**src/rtl/cpu_pkg.sv**
```systemverilog
// cpu_pkg: shared widths, fetch FSM states and opcode constants for the CPU front end.
package cpu_pkg;
    localparam int PC_W    = 16;
    localparam int INSTR_W = 32;
    localparam logic [6:0] OP_RTYPE = 7'b0110011;
    localparam logic [6:0] OP_ITYPE = 7'b0010011;

    typedef enum logic [1:0] {IDLE, RUN, FAULT} fetch_state_e;

    function automatic logic [PC_W-1:0] align_word(input logic [PC_W-1:0] a);
        return {a[PC_W-1:2], 2'b00};
    endfunction
endpackage

```
**src/rtl/program_counter.sv**
```systemverilog
// program_counter: PC register with hold / +4 / redirect / reset next-PC mux and
// legality checks for both the current PC and a pending redirect target.
module program_counter
    import cpu_pkg::*;
#(
    parameter logic [PC_W-1:0] RESET_PC   = 16'h0000,
    parameter int              IMEM_WORDS = 1024
) (
    input  logic            clk,
    input  logic            rst,
    input  logic            advance_i,
    input  logic            redirect_i,
    input  logic [PC_W-1:0] redirect_pc_i,
    output logic [PC_W-1:0] pc_o,
    output logic            pc_in_range_o,
    output logic            target_in_range_o
);
    localparam int unsigned LIMIT = 4 * IMEM_WORDS;

    logic [PC_W-1:0] pc_q, pc_d;

    // Redirect beats advance; the +4 wraps modulo 2^16.
    always_comb begin
        pc_d = redirect_i ? align_word(redirect_pc_i) : advance_i ? pc_q + 16'd4 : pc_q;
    end

    always_ff @(posedge clk) begin
        if (rst) pc_q <= RESET_PC;
        else     pc_q <= pc_d;
    end

    assign pc_o              = pc_q;
    assign pc_in_range_o     = 32'(pc_q) < LIMIT;
    assign target_in_range_o = 32'(align_word(redirect_pc_i)) < LIMIT;
endmodule

```
**src/rtl/fetch_unit.sv**
```systemverilog
// fetch_unit: instruction fetch with IDLE/RUN/FAULT control, a one-entry output
// buffer to decode, redirect flush and a saturating retire counter.
module fetch_unit
    import cpu_pkg::*;
#(
    parameter logic [PC_W-1:0] RESET_PC   = 16'h0000,
    parameter int              IMEM_WORDS = 1024
) (
    input  logic               clk,
    input  logic               rst,
    input  logic               fetch_en,
    input  logic               redirect_valid,
    input  logic [PC_W-1:0]    redirect_pc,
    output logic [PC_W-1:0]    imem_addr,
    input  logic [INSTR_W-1:0] imem_rd,
    output logic [INSTR_W-1:0] instr_out,
    output logic [PC_W-1:0]    instr_pc,
    output logic               instr_valid,
    input  logic               dec_ready,
    output logic               fetch_fault,
    output logic [PC_W-1:0]    retire_cnt
);
    fetch_state_e       state_q;
    logic [INSTR_W-1:0] instr_q;
    logic [PC_W-1:0]    ipc_q, cnt_q, pc;
    logic               valid_q, fault_q, pc_ok, tgt_ok;
    logic               handshake, want, capture;

    assign handshake = valid_q && dec_ready;
    // A capture is wanted whenever the buffer can take a word; it only happens if PC is legal.
    assign want      = state_q == RUN && fetch_en && !redirect_valid && (!valid_q || dec_ready);
    assign capture   = want && pc_ok;

    program_counter #(
        .RESET_PC  (RESET_PC),
        .IMEM_WORDS(IMEM_WORDS)
    ) u_pc (
        .clk              (clk),
        .rst              (rst),
        .advance_i        (capture),
        .redirect_i       (redirect_valid),
        .redirect_pc_i    (redirect_pc),
        .pc_o             (pc),
        .pc_in_range_o    (pc_ok),
        .target_in_range_o(tgt_ok)
    );

    always_ff @(posedge clk) begin
        if (rst) begin
            state_q <= IDLE;
            instr_q <= '0;
            ipc_q   <= '0;
            valid_q <= 1'b0;
            fault_q <= 1'b0;
            cnt_q   <= '0;
        end else begin
            if (handshake && cnt_q != 16'hFFFF) cnt_q <= cnt_q + 16'd1;
            if (redirect_valid) begin
                valid_q <= 1'b0;
                if (state_q == FAULT && tgt_ok) begin
                    state_q <= RUN;
                    fault_q <= 1'b0;
                end
            end else if (capture) begin
                instr_q <= imem_rd;
                ipc_q   <= pc;
                valid_q <= 1'b1;
            end else begin
                if (handshake) valid_q <= 1'b0;
                case (state_q)
                    IDLE: if (fetch_en) state_q <= RUN;
                    RUN: begin
                        if (!fetch_en) state_q <= IDLE;
                        else if (want) begin
                            state_q <= FAULT;
                            fault_q <= 1'b1;
                        end
                    end
                    default: ;
                endcase
            end
        end
    end

    assign imem_addr   = pc;
    assign instr_out   = instr_q;
    assign instr_pc    = ipc_q;
    assign instr_valid = valid_q;
    assign fetch_fault = fault_q;
    assign retire_cnt  = cnt_q;
endmodule
```
**config.mk**
```make
export PLATFORM = sky130hd
export DESIGN_NAME = fetch_unit
export DESIGN_NICKNAME = d
export VERILOG_FILES = /design/src/rtl/cpu_pkg.sv /design/src/rtl/program_counter.sv /design/src/rtl/fetch_unit.sv
export SDC_FILE = /design/constraint.sdc
export NUM_CORES = 1
export LEC_CHECK = 0
export ABC_AREA = 1
export CORE_AREA = 2 2 87 97
export CTS_CLUSTER_DIAMETER = 100
export CTS_CLUSTER_SIZE = 28
export DETAILED_ROUTE_END_ITERATION = 6
export DIE_AREA = 0 0 89 99
export GPL_ROUTABILITY_DRIVEN = 1
export PLACE_DENSITY = 0.87
export REMOVE_ABC_BUFFERS = 1
export SLEW_MARGIN = 10
export SYNTH_ARGS = -nofsm -noshare
export SYNTH_HDL_FRONTEND = slang
export SYNTH_HIERARCHICAL = 1
export SYNTH_SLANG_ARGS = --single-unit
export TNS_END_PERCENT = 20
```
**constraint.sdc**
```tcl
create_clock -name clk -period 5.8 [get_ports clk]
set_clock_uncertainty 0.2 [all_clocks]
set_input_delay 0.87 -clock clk [delete_from_list [all_inputs] [get_ports clk]]
set_output_delay 0.87 -clock clk [all_outputs]
set_load 0.02 [all_outputs]
```
## Yosys cells after proc, flatten, opt, wreduce, memory -nomap -nowiden

Cells that the tools add are included.

| storage, ports and cells | value |
|---|---|
| register bits | 84 |
| bits of input ports | 53 |
| output and inout port bits | 82 |
| word-level logic and storage cells | 58 |

| cells by class | value |
|---|---|
| add/subtract/negate cells | 2 |
| magnitude comparators | 2 |
| eq/ne operators | 7 |
| mux-type cells | 17 |
| bitwise gates (word level) | 1 |
| reductions and logical operators | 21 |

Operators by type and width:

| operator | count |
|---|---|
| 16-bit by 13-bit less-than comparator with 1-bit output, second input constant | 2 |
| 16-bit two-way mux | 2 |
| 16-bit by 1-bit adder with 16-bit output, second input constant | 1 |
| 16-bit by 3-bit adder with 16-bit output, second input constant | 1 |
| 16-bit inequality test, second input constant | 1 |
| 2-bit two-way mux | 6 |
| 5-bit AND reduction | 2 |
| 2-bit nonzero test | 5 |
| 1-bit two-way mux | 8 |
| 1-bit logical AND | 7 |
| 4-bit inequality test, second input constant | 1 |
| 2-bit case mux with 2 select lines | 1 |
| 3-bit inequality test, second input constant | 1 |
| 3-bit nonzero test | 1 |
| 2-bit by 1-bit == test with 1-bit output, second input constant | 1 |
| 2-bit == test, second input constant | 1 |
| 1-bit logical NOT | 2 |
| 2-bit logical NOT | 1 |
| 2-bit by 1-bit inequality test with 1-bit output, second input constant | 1 |
| 2-bit inequality test, second input constant | 1 |
| 2-bit AND reduction | 1 |
| 2-bit OR reduction | 1 |
| 1-bit logical OR | 1 |
| 1-bit inverter | 1 |

## Logic depth before layout (Yosys ltp)

Gate-level depths: netlist of the first run.

| depth | value |
|---|---|
| depth after elaboration | 9 |
| depth in mapped cells | 12 |
| gate-level depth less buffers | 11 |

## Modules after synthesis

The synthesis of the first run kept the hierarchy.

Modules (own cells, without submodules):

| module | times used | cells each | area each (um^2) | seq. area each (um^2) |
|---|---|---|---|---|
| fetch_unit | 1 | 392 | 2797.7 | 1361.3 |
| program_counter | 1 | 132 | 885.8 | 280.3 |

## Worst setup path before layout of the first run

OpenSTA, ideal clock, no wires.

| timing | value |
|---|---|
| kind | input-to-reg |
| start | in redirect_valid |
| end | reg u_pc.pc_q[13], in the netlist u_pc/pc_o[13] |
| setup time | 0.132 ns |
| data arrival time | 2.062 ns |
| data required time | 5.468 ns |
| path slack | 3.406 ns |
| cell stages on the path | 11 |
| path buffers | 2 |
| cells stage by stage | inv_2 nand3_2 nor2_4 nand3_2 inv_2 buf_2 or2_1 inv_2 buf_4 a22oi_1 a21oi_1 |

| on the way | value |
|---|---|
| word-level cells in the longest chain between the ends | 5 |
| elaborated cells on any way between the ends | 6 |

RTL lines:

| item | line | RTL |
|---|---|---|
| start: declaration | fetch_unit.sv:12 | `input logic redirect_valid,` |
| 1-bit logical NOT | fetch_unit.sv:31 | `assign want = state_q == RUN && fetch_en && !redirect_valid && (!valid_q \|\| dec_ready);` |
| 1-bit logical AND (2 in a row) | fetch_unit.sv:31 |  |
| 1-bit logical AND | fetch_unit.sv:32 | `assign capture = want && pc_ok;` |
| named net capture | fetch_unit.sv:27 | `logic handshake, want, capture;` |
| 2-bit nonzero test (no line) | -- |  |
| end signal: assignment | program_counter.sv:29 | `else pc_q <= pc_d;` |
| end: declaration | program_counter.sv:20 | `logic [PC_W-1:0] pc_q, pc_d;` |

The timed path passes the listed nets, and every way through them passes these cells.
A chain may end at the register's enable or synchronous reset.

## Final worst setup path of the first run

| timing | value |
|---|---|
| start | in redirect_valid |
| end | reg u_pc.pc_q[14], in the netlist u_pc/pc_o[14] |

| on the way | value |
|---|---|
| word-level cells in the longest chain between the ends | 5 |
| elaborated cells on any way between the ends | 6 |

RTL lines:

| item | line |
|---|---|
| 1-bit logical NOT | fetch_unit.sv:31 |
| 1-bit logical AND (2 in a row) | fetch_unit.sv:31 |
| 1-bit logical AND | fetch_unit.sv:32 |
| 2-bit nonzero test (no line) | -- |

Parallel ways exist; a longest one is shown, timed or not.

==> results of run 1 <==
## synth_stat cells (all sizes together)
library cell	number	area share [%]
a22oi	9	1.8
nor4	2	0.34
xnor2	6	1.4
nand3	23	3.5
o21ai	9	1.2
nand4	7	1.2
buf	12	2.3
dfxtp	82	45
a31oi	2	0.34
or2	1	0.17
o21bai	1	0.20
ha	2	0.68
o211ai	1	0.20
clkbuf	13	1.3
xor2	6	1.4
inv	34	3.5
nand2	196	20
a211oi	2	0.41
nor2	38	4.6
nor3	1	0.14
conb	1	0.10
a21oi	75	10
a21boi	1	0.31
## worst max-delay path: stages
cell and delay, ps:
clkdlybuf4s50_1 730, inv_2 200, nand3_2 130, nor2_4 130, nand3_2 90, inv_2 600
nand2_1 210, inv_1 340, nand3_1 120, a21oi_1 160
## metrics by stage
step / std cells / area, sq um / power, mW / hold WS (ps) / setup WS [ps]
after global routing: 756 / 5220 / 1.21 / 282 / 2080
final: 756 / 5220 / 1.16 / 265 / 2260
after CTS: 756 / 5220 / 1.17 / 269 / 2310
after floorplan: 500 / 3550 / 0.639 / 234 / 2600
after global placement: 740 / 5000 / 0.710 / 245 / 2060
after detailed placement: 740 / 5000 / 0.713 / 255 / 1950
## how the worst max path moves through the flow
stage                   start            end
2_1_floorplan  redirect_valid   u_pc/pc_o[3]
3_3_place_gp   redirect_valid   u_pc/pc_o[3]
3_5_place_dp   redirect_valid  u_pc/pc_o[14]
4_1_cts        redirect_valid  u_pc/pc_o[14]
5_1_grt        redirect_valid  u_pc/pc_o[12]
6_report       redirect_valid  u_pc/pc_o[14]
## power by group
| part | switching [mW] | internal, mW | total [mW] |
|---|---|---|---|
| sequential | 0.0139 | 0.573 | 0.587 |
| combinational | 0.0548 | 0.0589 | 0.114 |
| clock | 0.212 | 0.246 | 0.458 |
## logic make-up (layout without fill, tap and decap cells)
family | count (synthesis) | count (layout) | share of synthesized area [%]
buffers and inverters | 59 | 182 | 7.13
DFF | 82 | 82 | 44.6
adders and majority gates | 2 | 2 | 0.679
AOI/OAI and AO/OA | 100 | 100 | 14.7
and+or+nand+nor | 268 | 268 | 30.0
xor gates and xnor gates | 12 | 12 | 2.85
other | 1 | 2 | 0.102
## final cells by class
| type | count | area [sq um] |
|---|---|---|
| clock buffer | 9 | 124 |
| clock inverter | 7 | 101 |
| fill | 689 | 2600 |
| inverter | 34 | 128 |
| multi-input combinational | 384 | 1780 |
| sequential | 82 | 1640 |
| tap | 108 | 135 |
| timing repair buffer | 132 | 1310 |
## cells in the final DEF, fill, tap and decap left out, drive strengths merged, types with 3 or more instances in the layout
cell type,instances
xor2,6
a21oi,75
inv,36
a22oi,9
clkdlybuf4s50,129
o21ai,9
nor2,38
nand3,23
clkbuf,9
buf,3
nand4,7
dfxtp,82
nand2,196
xnor2,6
## registers in the layout, summed over array words and instances, names as in the netlist
register / count
u_pc/pc_o: 14
retire_cnt: 16
fetch_fault: 1
instr_valid: 1
instr_out: 32
state_q: 2
instr_pc: 16
## metal layers
layer	up-vias	routed length [um]	track usage, %
met3	20	611	4.27
met4	0	205	8.73
met2	159	5230	39.9
met1	1765	4000	26.8
li1	1925	-	-
met5	-	0	0
==> impl_results.md, run 1 <==
- Pwr Density: ~220 mW/mm^2
- Leak: 1.79 nW
- CTS Hold Bufs: 0
- Rel. slew slack: between 40% and 50%
- Placement Rows: 34
- Period utilisation layout: about three fifths
- Longest Clk Path Bufs: 2
- Die Y: between 90 and 100 um
- GRT overflow: 0
- Cell at the root of the clock tree: clkbuf_8
- Fin crit period: 3540 ps
- Clock Latency Late Sink: approximately 340 ps
- Worst-path clk slew: 80 ps
- Hold depth: 2
- Mapped Area: 0.00368 sq mm
- Worst-case reg-to-reg path depth: 7
- Inserted Clock Buffers: 9
- Core area: 0.00783 sq mm
- Largest net degree at the start of global routing: 53
- Worst R2R Start: u_pc/pc_o[12]
- Worst R2R Setup Slack: approximately 3200 ps
- Max Slew Vio Count: 0
- Post-DRT Antenna Nets: 0
- # port buffers: 130
- MaxCap Viol Count: 0
- Worst VDD drop: 130 uV
- # diodes: 0
- Final wirelength: 10000 um
- Seq/Total Area, Yosys: ~45%
- Die ar.: slightly below 0.009 sq mm
- GPL Wtd Cong: between 0.9 and 1
- H-tree depth: 3
- Dpl hpwl: 7160 um
- Worst setup EP type: flop
- Crit path kind: in2reg
- WP data required: 5870 ps
- Synth Instances: 524
- Hold Path End: instr_out[10]
- Startpoint types: primary input
- Global Route Usage Sum: a little under a quarter
- Setup TNS: 0 ps
- Number of gates resized after cts: 0
- Max FO, Critical Path: 51
- Layout cells sized above 1: under 10%
- Synth cell types: 31
- CTS tree: built
- # Post-CTS Setup Buffers: 0
- Number of iterations in the first detailed-routing pass: 5
- Crit path DAT: 3610 ps
- Drt drc: 0
- I/O pin count: 135
- Vias per cell: around 5
- First-pass GRT wire length: ~16000 um
- Starting Density: between 40 and 50%
- Avg Cell Area, Syn: ~7 sq um
- Worst reg2reg path endpoint: u_pc/pc_o[14]
- Vias in the first global route: approximately 3700
- Die width: 89 um
- Synth warn: 6
- Hold Fails Final Rpt: 0
- Routed wire length per instance: roughly 13 um
- Initial antenna violation count: 0
- Synthesis-to-layout area growth: 41.8%
- Post-layout util: about two thirds
- Max frequency: between 200 and 300 MHz
- Final setup viols: 0
- Status: finished clean
- Via count: ~3900
- CTS Sinks: 82
- Unrepaired setup endpoints after global routing: no
- Iteration-0 DRC count of the detailed router: around 160
- Number of synthesized register bits: 82
- Worst-margin pin slew: just over 800 ps
- Hold path start: instr_out[10]
- HP Class: reg2reg
- Nets@finish: roughly 700
(Power assumes the default switching activity.)
==> inputs of run 2 (changes only) <==
CORE_AREA = 2 2 95 106   (was 2 2 87 97)
DIE_AREA = 0 0 97 108   (was 0 0 89 99)
PLACE_DENSITY = 0.78   (was 0.87)
clock period = 2.85 ns   (was 5.8 ns; I/O delays follow)
==> impl_results.md, run 2 (synthesis gave the netlist of run 1 again) <==
- Nets@finish: 701 (+0.43%)
- Power share of the clock group: 37.9% (-1.6 points)
- Comb power frac: 10.1% (+0.3 points)
- Via count: 3763 (-2.7%)
- # Post-CTS Setup Buffers: 0 (unchanged)
- Hold depth: 2 (unchanged)
- I/O pin count: 135 (unchanged)
- Max FO, Critical Path: 8 (-84%)
- Global Route Usage Sum: 18.5% (-4.1 points)
- Period utilisation layout: about 75%
- Leak: 1.80 nW (+0.49%)
- Critical path cell sequence: clkdlybuf4s50_1
- GRT overflow: 0 (unchanged)
- Iteration-0 DRC count of the detailed router: 142 (-12%)
- Max Slew Vio Count: 0 (unchanged)
- MaxCap Viol Count: 0 (unchanged)
- Post-DRT Antenna Nets: 0 (unchanged)
- Largest net degree at the start of global routing: 53 (unchanged)
- Routed wire length per instance: 13.1 um (-1.6%)
- Initial antenna violation count: 0 (unchanged)
- Non-Filler Instances: 768 (+1.6%)
- Dpl hpwl: 7390 um (+3.2%)
- Cell internal pwr: 1.70 mW (+94%)
- Worst VDD drop: 266 uV (+100%)
- Worst setup EP type: output pin
- CTS tree: built
- # port buffers: 130 (unchanged)
- CP delay by family, top: buffers and inverters
- HP Class: in2reg
- Fin crit period: about 2100 ps
- Hold Path End: state_q[1]
- Rel. slew slack: 61.4% (+16 points)
- Startpoint types: flop
- Worst-margin pin slew: 576 ps (-245 ps)
- Clock Latency Late Sink: 350 ps (about the same)
- Number of gates resized after cts: 0 (unchanged)
- Starting Density: 39.6% (-7.5 points)
- # diodes: 0 (unchanged)
- Crit path DAT: 1510 ps (-2100 ps)
- Final wirelength: 10000 um (about the same)
- Placed Area: 0.00503 sq mm (+0.68%)
- Worst R2R Start: retire_cnt[0]
- Longest Clk Path Bufs: 2 (unchanged)
- Die ar.: 0.0105 sq mm (+19%)
- Cell at the root of the clock tree: clkbuf_8
- Die Y: 108 um (+9.1%)
- Unrepaired setup endpoints after global routing: no
- First-pass GRT wire length: 16200 um (about the same)
- Final setup viols: 0 (unchanged)
- Register area: 0.00164 sq mm (unchanged)
- Met2 routed WL: 5060 um (-3.2%)
- Vias in the first global route: 3569 (-2.2%)
- Pwr Density: 439 mW/mm^2 (+98%)
- Worst R2R Setup Slack: 800 ps (-2400 ps)
- Switching Share: 25.9% (+1.7 points)
- Inserted Clock Buffers: 9 (unchanged)
- Max reg flops: 32 (unchanged)
- GPL Wtd Cong: 0.828 (-9.6%)
- Core area: 0.00931 sq mm (+19%)
- Synthesis-to-layout area growth: 42.1%
- Placement Rows: 37 (+8.8%)
- Final worst slack: 712 ps (-1550 ps)
- Max frequency: between 400 and 500 MHz
- Worst-case reg-to-reg path depth: 7 (unchanged)
- Max incr delay on CP: 670 ps (-60 ps)
- Die width: 97 um (+9.0%)
- Design area: 0.00523 sq mm (+0.19%)
- Hold Fails Final Rpt: 0 (unchanged)
- Met1 WL: 4270 um (+6.7%)
- H-tree depth: 3 (unchanged)
- Commonest non-fill, non-tap cell in the layout: nand2_1
- Uppermost layer routed: met4
- Post-layout util: 56.2% (-10 points)
- Worst reg2reg path endpoint: retire_cnt[13]
- CTS Sinks: 82 (unchanged)
- Psw: 596 uW (+110%)
- Met3 wire length: 556 um (-9.0%)
- Drt drc: 0 (unchanged)
- DP Cell Count: 752 (+1.6%)
- CTS Hold Bufs: 0 (unchanged)
- Status: finished clean
- WP data required: 2220 ps (-3650 ps)
- Slowest cell on crit path: clkdlybuf4s50_1
- Worst-path clk slew: 90 ps (about the same)
- Layout cells sized above 1: 5.53% (+0.44 points)
- CP bufs+invs: 1 (-3)
- Hold path start: rst
- Share of power burned in registers: 52.0% (+1.3 points)
- Commonest cells after routing, fill and taps aside: nand2_1, clkdlybuf4s50_1, dfxtp_1
- Number of iterations in the first detailed-routing pass: 4 (-1)
- Setup slack at placement: 371 ps (-1580 ps)
- Vias per cell: 4.90 (-4.3%)
- Crit path kind: reg2out
- Multi-input gate area: 0.00178 sq mm (unchanged)
- # fillers: 893 (+30%)
## run 2: cell count changes in the layout (fill, tap and decap cells not counted)
| cell | change |
|---|---|
| buf_4 | +3 |
| bufinv_16 | -1 |
| clkinv_2 | +1 |
| clkinv_4 | +1 |
| clkinvlp_4 | -1 |
## run 2: cell type report
| type | instances | share of cell area, % |
|---|---|---|
| Multi-Input combinational cell | 384 | 34.1 |
| Sequential cell | 82 | 31.4 |
| Timing Repair Buffer | 135 | 25.5 |
| Tap cell | 117 | 2.80 |
| Inverter | 34 | 2.44 |
| Clock buffer | 9 | 2.37 |
| Clock inverter | 7 | 1.48 |
## run 2: worst max-delay path by stage
stage                        start        endpoint  slack (ps)  depth (start not counted)
global route         retire_cnt[0]  retire_cnt[13]         490                          7
global placement    redirect_valid    u_pc/pc_o[3]         430                         12
finish               u_pc/pc_o[13]   imem_addr[13]         710                          1
detailed placement  redirect_valid   u_pc/pc_o[15]         370                         10
CTS                  u_pc/pc_o[13]   imem_addr[13]         710                          1
floorplan            u_pc/pc_o[15]    u_pc/pc_o[3]         -50                          9
## run 2: per-layer routing
layer  up-vias  global-route usage (%)
met1      1702                    21.7
met5         -                       0
met4         0                    6.44
li1       1935                       -
met3        15                    3.81
met2       111                    33.8
## run 2: power by group through the flow
stage / Sequential, mW / Combinational [mW] / Clock [mW]
after floorplan: 1.24 / 0.0613 / 0
after global placement: 1.22 / 0.230 / 0
after CTS: 1.19 / 0.234 / 0.888
final: 1.19 / 0.232 / 0.870
after detailed placement: 1.22 / 0.233 / 0
after global routing: 1.20 / 0.251 / 0.930
## run 2: through the flow
step           total power [mW]  TNS [ps]  hold slack, ps
6_report                   2.30         0             261
5_1_grt                    2.38         0             280
4_1_cts                    2.32         0             256
3_5_place_dp               1.45         0             253
3_3_place_gp               1.45         0             249
2_1_floorplan              1.30      -294             234
